<file path="config.mk">
export PLATFORM = sky130hd
export DESIGN_NAME = spi_master_ctrl
export DESIGN_NICKNAME = d
export VERILOG_FILES = /design/src/rtl/spi_master_ctrl.sv
export SDC_FILE = /design/constraint.sdc
export NUM_CORES = 1
export LEC_CHECK = 0
export ABC_AREA = 1
export ABC_CLOCK_PERIOD_IN_PS = 3800
export CAP_MARGIN = 20
export CORE_MARGIN = 5
export CORE_UTILIZATION = 45
export CTS_CLUSTER_SIZE = 12
export DETAILED_ROUTE_END_ITERATION = 10
export PLACE_DENSITY = 0.78
export SYNTH_ARGS = -nofsm -noshare
export SYNTH_HDL_FRONTEND = slang
export SYNTH_SLANG_ARGS = --single-unit
</file>
<file path="constraint.sdc">
create_clock -name clk -period 3.8 [get_ports clk]
set_input_delay 0.57 -clock clk [delete_from_list [all_inputs] [get_ports clk]]
set_output_delay 0.57 -clock clk [all_outputs]
set_load 0.01 [all_outputs]
</file>
<file path="src/rtl/spi_master_ctrl.sv">
// SPI initiator: one {cmd,data} request per frame on SS_n/MOSI, rd-data frames capture a MISO byte.
// Optional `define SPI_MASTER_RDADDR_TRACK_EN rejects rd-data requests not preceded by an rd-addr frame.
module spi_master_ctrl #(
  parameter int RD_LATENCY = 2,
  parameter int GAP_CYCLES = 1
) (
  input  logic       clk,
  input  logic       rst_n,
  input  logic       req_valid,
  output logic       req_ready,
  input  logic [1:0] req_cmd,
  input  logic [7:0] req_data,
  output logic       SS_n,
  output logic       MOSI,
  input  logic       MISO,
  output logic       rsp_valid,
  output logic [7:0] rsp_data,
  output logic       done,
  output logic       seq_err
);

  typedef enum logic [2:0] {IDLE, SEL, MODE, SHIFT, WAITL, RECV, GAP, ERR} state_t;

  localparam logic [3:0] WAIT_LAST = 4'(RD_LATENCY - 1);
  localparam logic [3:0] GAP_LAST  = 4'(GAP_CYCLES - 1);

  state_t     state, state_nxt;
  logic [3:0] cnt, cnt_nxt;
  logic [9:0] shift_q;
  logic [1:0] cmd_q;
  logic [7:0] rx_q;
  logic       accept;
  logic       seq_fault;
  logic       ss_n_nxt, mosi_nxt, done_nxt, rsp_valid_nxt, seq_err_nxt;

  assign req_ready = (state == IDLE);
  assign accept    = req_valid && req_ready;

`ifdef SPI_MASTER_RDADDR_TRACK_EN
  logic rd_addr_seen;

  assign seq_fault = (req_cmd == 2'b11) && !rd_addr_seen;

  // Completion of a frame is its entry into GAP.
  always_ff @(posedge clk) begin
    if (!rst_n) begin
      rd_addr_seen <= 1'b0;
    end else if (state_nxt == GAP && state != GAP) begin
      if (cmd_q == 2'b10)
        rd_addr_seen <= 1'b1;
      else if (cmd_q == 2'b11)
        rd_addr_seen <= 1'b0;
    end
  end
`else
  assign seq_fault = 1'b0;
`endif

  always_ff @(posedge clk) begin
    if (!rst_n)
      state <= IDLE;
    else
      state <= state_nxt;
  end

  always_comb begin
    state_nxt = state;
    cnt_nxt   = cnt;
    case (state)
      IDLE:    if (accept) state_nxt = seq_fault ? ERR : SEL;
      SEL:     state_nxt = MODE;
      MODE:    state_nxt = SHIFT;
      SHIFT:   if (cnt == 4'd0) state_nxt = (cmd_q == 2'b11) ? WAITL : GAP;
      WAITL:   if (cnt == 4'd0) state_nxt = RECV;
      RECV:    if (cnt == 4'd0) state_nxt = GAP;
      GAP:     if (cnt == 4'd0) state_nxt = IDLE;
      ERR:     state_nxt = IDLE;
      default: state_nxt = IDLE;
    endcase
    // Down-counter is reloaded with (length-1) whenever a state is entered.
    if (state_nxt != state) begin
      case (state_nxt)
        SHIFT:   cnt_nxt = 4'd9;
        WAITL:   cnt_nxt = WAIT_LAST;
        RECV:    cnt_nxt = 4'd7;
        GAP:     cnt_nxt = GAP_LAST;
        default: cnt_nxt = 4'd0;
      endcase
    end else if (cnt != 4'd0) begin
      cnt_nxt = cnt - 4'd1;
    end
  end

  // Pin values for the coming cycle, decoded from the state being entered.
  always_comb begin
    ss_n_nxt      = 1'b1;
    mosi_nxt      = 1'b0;
    done_nxt      = 1'b0;
    rsp_valid_nxt = 1'b0;
    seq_err_nxt   = 1'b0;
    case (state_nxt)
      SEL, WAITL, RECV: ss_n_nxt = 1'b0;
      MODE, SHIFT: begin
        ss_n_nxt = 1'b0;
        mosi_nxt = shift_q[9];
      end
      GAP: begin
        done_nxt      = (state != GAP);
        rsp_valid_nxt = (state == RECV);
      end
      ERR: begin
        done_nxt    = 1'b1;
        seq_err_nxt = 1'b1;
      end
      default: ;
    endcase
  end

  always_ff @(posedge clk) begin
    if (!rst_n) begin
      cnt       <= 4'd0;
      SS_n      <= 1'b1;
      MOSI      <= 1'b0;
      done      <= 1'b0;
      rsp_valid <= 1'b0;
      seq_err   <= 1'b0;
      rsp_data  <= 8'h00;
      shift_q   <= 10'd0;
      cmd_q     <= 2'b00;
      rx_q      <= 8'h00;
    end else begin
      cnt       <= cnt_nxt;
      SS_n      <= ss_n_nxt;
      MOSI      <= mosi_nxt;
      done      <= done_nxt;
      rsp_valid <= rsp_valid_nxt;
      seq_err   <= seq_err_nxt;
      if (accept) begin
        shift_q <= {req_cmd, req_data};
        cmd_q   <= req_cmd;
      end else if (state_nxt == SHIFT) begin
        shift_q <= {shift_q[8:0], 1'b0};
      end
      if (state == RECV)
        rx_q <= {rx_q[6:0], MISO};
      if (state == RECV && state_nxt == GAP)
        rsp_data <= {rx_q[6:0], MISO};
    end
  end

endmodule

</file>
==> run metrics <==
Max Cap Viol=0; status=complete, no violations; critical path depth=4; post-placement worst setup slack=1.61 ns; CP required=3.23 ns; CP max FO=10; R2R depth=11; Post-CTS Setup Repair Bufs=0; first-pass GRT wire length=6090 um; commonest non-fill, non-tap cell in the layout=nor2_1; Avg Inst Size Synth=7.84 um^2; largest net degree at the start of global routing=23; Largest stage delay, worst path=0.55 ns; core area=3970 um^2; post-synthesis net count=247; final setup margin=1.58 ns; htree depth=2; area grow syn2layout=21.0%; Final Core Density=0.555; Slew Limit Headroom=0.628; Worst-path clk slew=0.07 ns; hold path cells=2; # resized after CTS=0; CTS Hold Buffers Added=0; Routed Antenna Nets=0; drt first-iter violations=121; Tcrit/Tclk final=0.585; via count=1,517; io pins=28; vias in the first global route=1,398; commonest non-fill, non-tap cells in the layout=nor2_1, dfxtp_1, nand2_1; Achievable Freq=0.450 GHz; sequential-to-total area share from yosys stat=0.429; Starting Density=0.458; setup TNS=0 ns; RSZ-0062 raised after global routing=no; CTS Root Cell=clkbuf_8; share of cells above drive strength 1=0.162; Cell Area, Synth=1820 um^2; total number of yosys warnings=0; Die X=73.6 um; die footprint=5410 um^2; startpoint types=flop; dominant synthesized flop cell=dfxtp_1; Clock Latency Late Sink=0.29 ns; critical path's slowest cell=clkdlybuf4s50_1; Design Area, Final=2200 um^2; antenna violations before repair=0; Cell Rows=23; critical path class=reg2out; asr flop ratio synth=0; CTS tree=yes; area taken by multi-input logic gates=881 um^2; # clock sinks=39; Buf/Inv on CP=2; clk_skew=0.00612 ns; nets=274; largest delay contributor family on the critical path=buffers and inverters; peak supply drop=0.357 mV; crit path cell chain=nor2_4, inv_1, nor2_2, clkdlybuf4s50_1; number of synthesized register bits=39; WL/cell=11.0 um; ANT cells=0; drt first pass iters=4; CTS Buffer Depth=2; dpl hpwl=2510 um; Final Max Slew Viols=0; P_leak=0.000911 uW; EDFF count, synth=0; Pwr Density=637 nW/um^2; worst-margin pin slew=0.557 ns; final hold violations=0; Total Routing Usage GR=0.142; count of final setup violators=0; CP Data Arrival Time=1.65 ns; Die Height=73.6 um; TritonCTS Buffers=5; DRC Markers=0; Setup crit end kind=output pin; Overflow after GRT=0; gp weighted congestion=0.834; Hold Path Class=reg2reg; minimum period implied by the final worst setup slack=2.22 ns; final WL=3420 um; area of placed instances=2090 um^2; post-synth cell types=34; post-synthesis cell count=232; # fillers=384; PortBufs=27; routed vias/inst=4.89; register area=781 um^2
==> through the flow <==
stage,total power (uW),hold slack [ns],instances
final,1400,0.469,310
after global routing,1510,0.494,310
after CTS,1420,0.472,310
after detailed placement,1070,0.463,302
after global placement,1060,0.454,302
after floorplan,997,0.439,232
==> power breakdown <==
group | internal, uW | switching (uW)
Clock | 195 | 144
Sequential | 483 | 66.7
Combinational | 211 | 302
Total | 889 | 513
==> routing by layer <==
| metal | part of all wire | GRT usage | routed length [um] |
|---|---|---|---|
| met5 | 0 | 0 | 0 |
| met4 | 0.0038 | 0.0302 | 13 |
| met3 | 0.059 | 0.0424 | 201 |
| met2 | 0.47 | 0.233 | 1620 |
| met1 | 0.46 | 0.185 | 1580 |
==> final cells by class <==
class,count,share of cell area
Multi-Input combinational cell,165,0.400
Clock inverter,3,0.0199
Sequential cell,39,0.355
Timing Repair Buffer,28,0.126
Clock buffer,5,0.0313
Tap cell,50,0.0284
Inverter,20,0.0398
==> worst paths after layout <==
check | endpoint | slack, ns | startpoint
hold / removal | shift_q[0]$_SDFFE_PN0P_ | 0.47 | shift_q[0]$_SDFFE_PN0P_
setup reg to reg | shift_q[4]$_SDFFE_PN0P_ | 1.99 | cnt[0]$_SDFFE_PN0P_
hold reg to reg | shift_q[0]$_SDFFE_PN0P_ | 0.47 | shift_q[0]$_SDFFE_PN0P_
setup / recovery | req_ready | 1.58 | state[1]$_SDFF_PN0_
==> state kept, by name (all words and copies together), names as in the netlist <==
name       count
rsp_data       8
seq_err        1
rsp_valid      1
done           1
SS_n           1
cnt            4
cmd_q          2
rx_q           7
shift_q       10
MOSI           1
state          3
==> worst register-to-register path, stage by stage (launching register included) <==
cell	delay [ns]
dfxtp_1	0.34
inv_1	0.08
ha_1	0.25
nand2_2	0.15
nand2_2	0.09
nand2_1	0.05
nand2_1	0.12
nand2_4	0.09
nor2_8	0.25
nand3_1	0.14
o21ai_2	0.07
nor2_1	0.05
==> logic make-up after synthesis <==
family          after synthesis  share of synthesized area
buf+inv                      28                     0.0867
fa+ha+maj                     1                    0.00688
xor+xnor                      1                    0.00482
other cells                   1                    0.00206
simple gates                119                      0.327
flops                        39                      0.429
compound gates               43                      0.144
==> Yosys cell counts (2+ instances only) <==
library cell | number | area (um^2)
a21oi_1 | 8 | 40.0
nand3_2 | 4 | 40.0
dfxtp_1 | 39 | 781
inv_1 | 14 | 52.6
nand2_4 | 6 | 67.6
inv_2 | 5 | 18.8
nor2_4 | 2 | 22.5
o21ai_0 | 20 | 100
nor2_2 | 6 | 37.5
buf_1 | 2 | 7.51
a31oi_1 | 3 | 18.8
nand3_1 | 13 | 65.1
nor2_1 | 42 | 158
buf_6 | 3 | 33.8
o21ai_2 | 6 | 52.6
o211ai_1 | 2 | 15.0
nand2_1 | 39 | 146
nand2_2 | 2 | 12.5
Power figures use the tool's default switching activity.
